$ cat config.mk
export PLATFORM = sky130hd
export DESIGN_NAME = reflet_sleep_ctrl
export DESIGN_NICKNAME = d
export VERILOG_FILES = /design/src/rtl/reflet_sleep_ctrl.sv
export SDC_FILE = /design/constraint.sdc
export NUM_CORES = 1
export LEC_CHECK = 0
export ABC_AREA = 1
export CAP_MARGIN = 0
export CORE_MARGIN = 8
export CORE_UTILIZATION = 35
export DETAILED_ROUTE_END_ITERATION = 16
export DONT_BUFFER_PORTS = 1
export GPL_ROUTABILITY_DRIVEN = 0
export PLACE_DENSITY = 0.57
export SYNTH_ARGS = -nofsm -noshare
export SYNTH_HDL_FRONTEND = slang
export SYNTH_SLANG_ARGS = --single-unit
export TNS_END_PERCENT = 50
$ cat constraint.sdc
create_clock -name clk -period 2.35 [get_ports clk]
set_input_delay 0.1175 -clock clk [delete_from_list [all_inputs] [get_ports clk]]
set_output_delay 0.1175 -clock clk [all_outputs]
set_load 0.01 [all_outputs]
$ cat src/rtl/reflet_sleep_ctrl.sv
// reflet_sleep_ctrl: byte-bus sleep controller gating cpu_enable until an
// unmasked external interrupt or the programmable wake timer fires.
module reflet_sleep_ctrl #(
    parameter int                        base_addr_size = 15,
    parameter logic [base_addr_size-1:0] base_addr      = 15'h7F10,
    parameter int                        clk_freq       = 1000000,
    parameter int                        tick_freq      = 1000
) (
    input  logic                      clk,
    input  logic                      reset,
    input  logic                      enable,
    input  logic [base_addr_size-1:0] addr,
    input  logic [7:0]                data_in,
    input  logic                      write_en,
    output logic [7:0]                data_out,
    input  logic [3:0]                ext_int,
    output logic                      cpu_enable,
    output logic                      wake_int
);
    localparam int DIV = clk_freq / tick_freq;
    localparam int PW  = $clog2(DIV + 1);

    typedef enum logic [1:0] {RUN, SLEEP, WAKE} state_t;

    state_t                    state_q, state_d;
    logic                      tmr_en_q, tmr_en_d;
    logic [3:0]                mask_q, mask_d;
    logic [15:0]               tmr_q, tmr_d, cnt_q, cnt_d;
    logic [7:0]                status_q, status_d, dout_q, dout_d;
    logic [PW-1:0]             presc_q, presc_d;
    logic [base_addr_size-1:0] off;
    logic [7:0]                status_set, status_clr, rd;
    logic [3:0]                ext_hit;
    logic                      hit, wr, tick, wake_tmr, wake_ext;

    always_comb begin
        off        = addr - base_addr;
        hit        = enable && off <= base_addr_size'(4);
        wr         = hit && write_en && state_q == RUN;
        tick       = presc_q == PW'(DIV - 1);
        ext_hit    = ext_int & mask_q;
        wake_ext   = |ext_hit;
        // a tick that brings the counter to zero wakes in the same cycle
        wake_tmr   = tmr_en_q && (cnt_q == 16'd0 || (tick && cnt_q == 16'd1));
        state_d    = state_q;
        tmr_en_d   = tmr_en_q;
        mask_d     = mask_q;
        tmr_d      = tmr_q;
        cnt_d      = cnt_q;
        presc_d    = presc_q;
        status_set = 8'h00;
        status_clr = 8'h00;
        case (state_q)
            RUN: begin
                if (wr && off[2:0] == 3'd0 && data_in[0]) begin
                    if (mask_q == 4'd0 && !data_in[1]) begin
                        status_set[2] = 1'b1;
                    end else begin
                        cnt_d   = tmr_q;
                        presc_d = '0;
                        state_d = SLEEP;
                    end
                end
            end
            SLEEP: begin
                presc_d = tick ? '0 : presc_q + 1'b1;
                if (tick && tmr_en_q && cnt_q != 16'd0) cnt_d = cnt_q - 1'b1;
                if (wake_tmr || wake_ext) begin
                    state_d    = WAKE;
                    status_set = {ext_hit, 2'b00, wake_ext, wake_tmr};
                end
            end
            default: state_d = RUN;
        endcase
        if (wr) begin
            case (off[2:0])
                3'd0:    tmr_en_d = data_in[1];
                3'd1:    mask_d = data_in[3:0];
                3'd2:    tmr_d[7:0] = data_in;
                3'd3:    tmr_d[15:8] = data_in;
                default: status_clr = data_in;
            endcase
        end
        status_d = (status_q & ~status_clr) | status_set;
        rd = off[2:0] == 3'd0 ? {6'b0, tmr_en_q, state_q == SLEEP} :
             off[2:0] == 3'd1 ? {4'b0, mask_q} :
             off[2:0] == 3'd2 ? tmr_q[7:0] :
             off[2:0] == 3'd3 ? tmr_q[15:8] : status_q;
        dout_d = hit ? rd : 8'h00;
    end

    always_ff @(posedge clk or negedge reset) begin
        if (!reset) begin
            state_q  <= RUN;
            tmr_en_q <= 1'b0;
            mask_q   <= '0;
            tmr_q    <= '0;
            cnt_q    <= '0;
            presc_q  <= '0;
            status_q <= '0;
            dout_q   <= '0;
        end else begin
            state_q  <= state_d;
            tmr_en_q <= tmr_en_d;
            mask_q   <= mask_d;
            tmr_q    <= tmr_d;
            cnt_q    <= cnt_d;
            presc_q  <= presc_d;
            status_q <= status_d;
            dout_q   <= dout_d;
        end
    end

    assign data_out   = dout_q;
    assign cpu_enable = state_q == RUN;
    assign wake_int   = state_q == WAKE;
endmodule

==> results of run 1 <==
-- worst max-delay path by stage --
stage                     end  slack [ns]  cells past startpoint
CTS                  cnt_q[1]        0.30                     10
floorplan            cnt_q[5]        0.67                     10
global route        cnt_q[13]        0.09                     10
global placement     cnt_q[1]        0.39                     10
finish               cnt_q[1]        0.28                     10
detailed placement   cnt_q[1]        0.31                     10
-- metrics by stage --
stage                     instances  setup slack (ns)  area (um^2)  utilization
after CTS                       669             0.301         4240        0.411
after floorplan                 510             0.674         3730            -
after global routing            669            0.0888         4240        0.411
final                           669             0.280         4240        0.411
after detailed placement        635             0.310         3830        0.371
after global placement          635             0.393         3830        0.371
-- sequential cells by signal (all words and copies together) (netlist names) --
signal and cells:
cnt_q 16, data_out 8, mask_q 4, presc_q 10
state_q 2, status_q 8, tmr_en_q 1, tmr_q 16
-- cell usage after synthesis, drive strengths merged --
cell,number
a211oi,2
a21oi,20
a221oi,2
a22o,1
a22oi,1
a31oi,5
a41o,1
and2,1
buf,11
clkbuf,6
dfrtp,65
ha,5
inv,53
nand2,167
nand3,35
nand3b,3
nand4,22
nor2,51
nor3,2
nor4,1
o211ai,3
o21ai,48
o221ai,1
o22ai,2
or2,1
xnor2,1
-- power breakdown --
| group | leakage, uW | switching (uW) | internal (uW) |
|---|---|---|---|
| clock | 0.000101 | 465 | 603 |
| combinational | 0.00108 | 1230 | 598 |
| sequential | 0.000866 | 235 | 1320 |
-- cell families (layout without fill, tap and decap cells) --
group / Yosys count / in the layout / synth area share
AO/OA/AOI/OAI: 86 / 86 / 0.127
XOR/XNOR: 1 / 1 / 0.00235
adder cells (fa/ha/maj): 5 / 5 / 0.0168
buffers and inverters: 70 / 93 / 0.0832
flip-flops: 65 / 65 / 0.436
AND/OR/NAND/NOR: 283 / 283 / 0.334
-- layer usage --
layer / up-vias / part of all wire
met5: - / 0
met4: 0 / 0.010
met3: 9 / 0.056
met2: 92 / 0.48
met1: 1628 / 0.45
li1: 1710 / -
-- worst max-delay path, stage by stage, from the launching register on --
cell	delay [ns]
dfrtp_1	0.39
ha_1	0.18
nand2_1	0.08
inv_1	0.08
nand3_1	0.09
nor3_2	0.22
nand4_1	0.14
nand2_2	0.33
nand3_4	0.26
nand2_1	0.13
nand2_1	0.06
-- layout make-up --
class	count	area, um^2
Clock buffer	12	135
Tap cell	136	170
Clock inverter	4	76.3
Sequential cell	65	1630
Multi-Input combinational cell	375	1790
Fill cell	1062	6080
Timing Repair Buffer	24	243
Inverter	53	199
==> metrics.yaml, run 1 <==
use_met1: 0.188
top_usage_layer: "met2"
clock_latency_ns: 0.36
power_leakage_uw: 0.00204
slew_headroom: 0.603
reg2reg_to: "cnt_q[1]"
postCtsHoldBufs: 18
min-delay-start: "addr[1]"
grt_usage: 0.146
vias: 3439
skew_ns: 0.0193
finalSetupViolations: 0
drive_above_1_share: 0.0582
grt_max_degree: 66
grt_pass1_vias: 3373
coreArea_um2: 10300
irDropWorstVdd_uv: 493
routed_wl_um: 10000
worstSetupPathType: "reg2reg"
clk_pin_slew_ns: 0.09
io_pins: 41
netlist_area_um2: 3730
area_growth_pct: 13.8
finalHoldViolations: 0
grt-ovfl-total: 0
cts.repair.resized: 0
totalPowerFinal_uw: 4460
tightest_slew_ns: 0.589
worst_r2r_startpoint: "presc_q[0]"
dieArea_um2: 14200
holdPathStages: 3
hp-class: "in2reg"
fin_hold_ws_ns: 0.0212
crit_fanout: 17
cts_max_level: 3
post-route-period-util: 0.881
cts_root_buf: "clkbuf_8"
ys_warn_count: 0
drtAntennaViolNets: 0
cts_tree: "yes"
powerDensity_nw_per_um2: 1050
synth_seq_cells: 65
numCtsBuffers: 9
ys_top_cells_by_area: "dfrtp_1, nand2_1, o21ai_0"
grt_use_met2: 0.235
die_w_um: 119
required_ns: 2.59
use_met3: 0.0406
yosysUniqueCellTypes: 35
clock_path_buffers: 2
post_cts.repair.setup_buffers: 0
r2r_cells: 10
grt_antenna_before_repair: 0
end_kind: "flop"
rsz0062_at_grt: "no"
final_cell_mix: "nand2_1, dfrtp_1, inv_1"
synth.top_cell.area_share: 0.436
diodes: 0
die_h_um: 119
layout_min_cycle_time_ns: 2.07
num_rows: 37
firstDrtPassIters: 5
synth.avg_cell_area_um2: 7.31
initial_core_util: 0.361
port-buffer-count: 0
ys_seq_area_frac: 0.436
start_kind: "flop"
setup_tns_ns: 0
via_per_inst: 5.14
status: "complete, no violations"
drv_cap: 0
arrival_ns: 2.31
syn_nets: 546
cts_sinks: 65
r2r_slack_ns: 0.28
grt_pass1_wl_um: 17000
fmax_mhz: 483
drt_iter0_drc: 222
hpwl_um: 6980
min_to: "data_out[0]"
critPathLaunch: "presc_q[0]"
yosysTopAreaCell: "dfrtp_1"
drc_errors: 0
wl_per_cell_um: 15.0
synthCells: 510
nets: 564
drv_slew: 0
mostFrequentLayoutCell: "nand2_1"
Power figures use the tool's default switching activity.
==> run 2: changes to the inputs <==
- ABC_AREA: 1 -> 0
==> metrics.yaml, run 2 <==
status: "complete, no violations"
start_kind: "flop"
arrival_ns: 2.45
clk_pin_slew_ns: 0.08
final_cell_mix: "dfrtp_1, nand2_1, nor2_1"
grt_pass1_vias: 3326
area_growth_pct: 16.7
nFillCells: 1062
tightest_slew_ns: 0.847
cts_root_buf: "clkbuf_8"
grt-ovfl-total: 0
via_per_inst: 5.82
synth_seq_cells: 65
rsz0062_at_grt: "no"
grt_antenna_before_repair: 0
numCtsBuffers: 9
cpMaxStageDelayCell: "or4_1"
wl_per_cell_um: 19.4
drv_cap: 0
initial_core_util: 0.359
worstPathCellList: "or4_1 -> nor4_2 -> nor2_2 -> o31ai_1 -> a21oi_2"
io_pins: 41
post-route-period-util: 0.940
ys_warn_count: 0
netlist_area_um2: 3890
port-buffer-count: 0
syn_nets: 424
cp_slowest_stage_delay_ns: 0.64
async_flop_share: 1.00
synth.top_cell.area_share: 0.418
irDropWorstVdd_uv: 357
synth_edf_count: 0
grt_usage: 0.153
drive_above_1_share: 0.181
dpl.cell_count: 533
top_regs: "cnt_q (16), tmr_q (16), presc_q (10)"
hp-class: "in2reg"
required_ns: 2.59
cts_tree: "yes"
grt_max_degree: 66
dieArea_um2: 14700
power_leakage_uw: 0.00201
post-route-util: 0.419
routed_wl_um: 11000
firstDrtPassIters: 4
finalHoldViolations: 0
clock_latency_ns: 0.36
cts_max_level: 3
finalSetupViolations: 0
drt_iter0_drc: 220
yosysUniqueCellTypes: 68
die_h_um: 121
nets: 456
drc_errors: 0
clock_path_buffers: 2
setup_tns_ns: 0
yosysMostFrequentCell: "dfrtp_1"
vias: 3290
fmax_mhz: 453
slew_headroom: 0.433
ys.flop_type: "dfrtp_1"
mostFrequentLayoutCell: "dfrtp_1"
hpwl_um: 7730
synth.avg_cell_area_um2: 10.0
ys_top_cells_by_area: "dfrtp_1, mux2_1, nand2_1"
ys_seq_area_frac: 0.418
synth_commonest_cells: "dfrtp_1, nand2_1, nor2_1"
yosysTopAreaCell: "dfrtp_1"
r2r_slack_ns: 0.14
crit_fanout: 9
end_kind: "flop"
totalPowerFinal_uw: 2320
powerDensity_nw_per_um2: 511
synthCells: 388
num_rows: 38
fin_cells: 565
drtAntennaViolNets: 0
diodes: 0
drv_slew: 0
cts_sinks: 65
cts.repair.resized: 0
die_w_um: 121
coreArea_um2: 10800
layout_min_cycle_time_ns: 2.21
skew_ns: 0.0119
grt_pass1_wl_um: 17900
worstSetupPathType: "reg2reg"
-- run 2: layout make-up --
type | instances | area, um^2 | area share
Tap cell | 140 | 175 | 0.0386
Clock inverter | 6 | 91.3 | 0.0201
Clock buffer | 10 | 128 | 0.0281
Timing Repair Buffer | 41 | 365 | 0.0805
Sequential cell | 65 | 1630 | 0.358
Multi-Input combinational cell | 298 | 2130 | 0.470
Inverter | 5 | 18.8 | 0.00414
-- run 2: final timing paths --
kind | start | end | depth (start not counted)
worst max-delay path | cnt_q[10] | cnt_q[13] | 5
min in group asynchronous | reset | cnt_q[11] | 2
max in group asynchronous | reset | tmr_q[5] | 2
worst min-delay path | addr[2] | data_out[2] | 3
worst min register to register | status_q[7] | status_q[7] | 1
worst max register to register | cnt_q[10] | cnt_q[13] | 5
-- run 2: report_power, final --
part / internal (uW) / total [uW] / switching [uW]
sequential: 1120 / 1120 / 2.33
clock: 601 / 1080 / 478
combinational: 52.9 / 120 / 66.8
total: 1770 / 2320 / 547
-- run 2: worst max-delay path, delay by kind of cell (launching register included) --
kind | cells | cell delay (ns)
simple gates | 3 | 1.26
flops | 1 | 0.46
compound gates | 2 | 0.36
-- run 2: through the flow --
stage               setup WS, ns  cell area [um^2]  hold WS [ns]
floorplan                  0.318              3890        -0.178
global placement           0.249              4140        -0.173
detailed placement         0.163              4140        -0.173
CTS                        0.137              4530      0.000141
global route              0.0295              4540        0.0141
finish                     0.140              4540        0.0200
-- run 2: repair_timing --
item                                   in CTS  in global routing
hold buffers                               15                  1
setup buffers                               0                  0
endpoints found under the hold margin      97                  1
-- run 2: logic make-up after synthesis --
| family | after synthesis | share of synthesized area |
|---|---|---|
| compound gates | 112 | 0.205 |
| xor+xnor | 2 | 0.00451 |
| fa+ha+maj | 5 | 0.0161 |
| buf+inv | 25 | 0.0335 |
| flops | 65 | 0.418 |
| mux | 32 | 0.0962 |
| simple gates | 147 | 0.226 |
-- run 2: metal layers --
metal / part of all wire / vias up / wire, um / GRT usage
met3: 0.061 / 15 / 673 / 0.0484
met5: 0 / - / 0 / 0
li1: - / 1539 / - / -
met4: 0.013 / 0 / 143 / 0.0386
met2: 0.46 / 97 / 5070 / 0.236
met1: 0.46 / 1639 / 5060 / 0.203
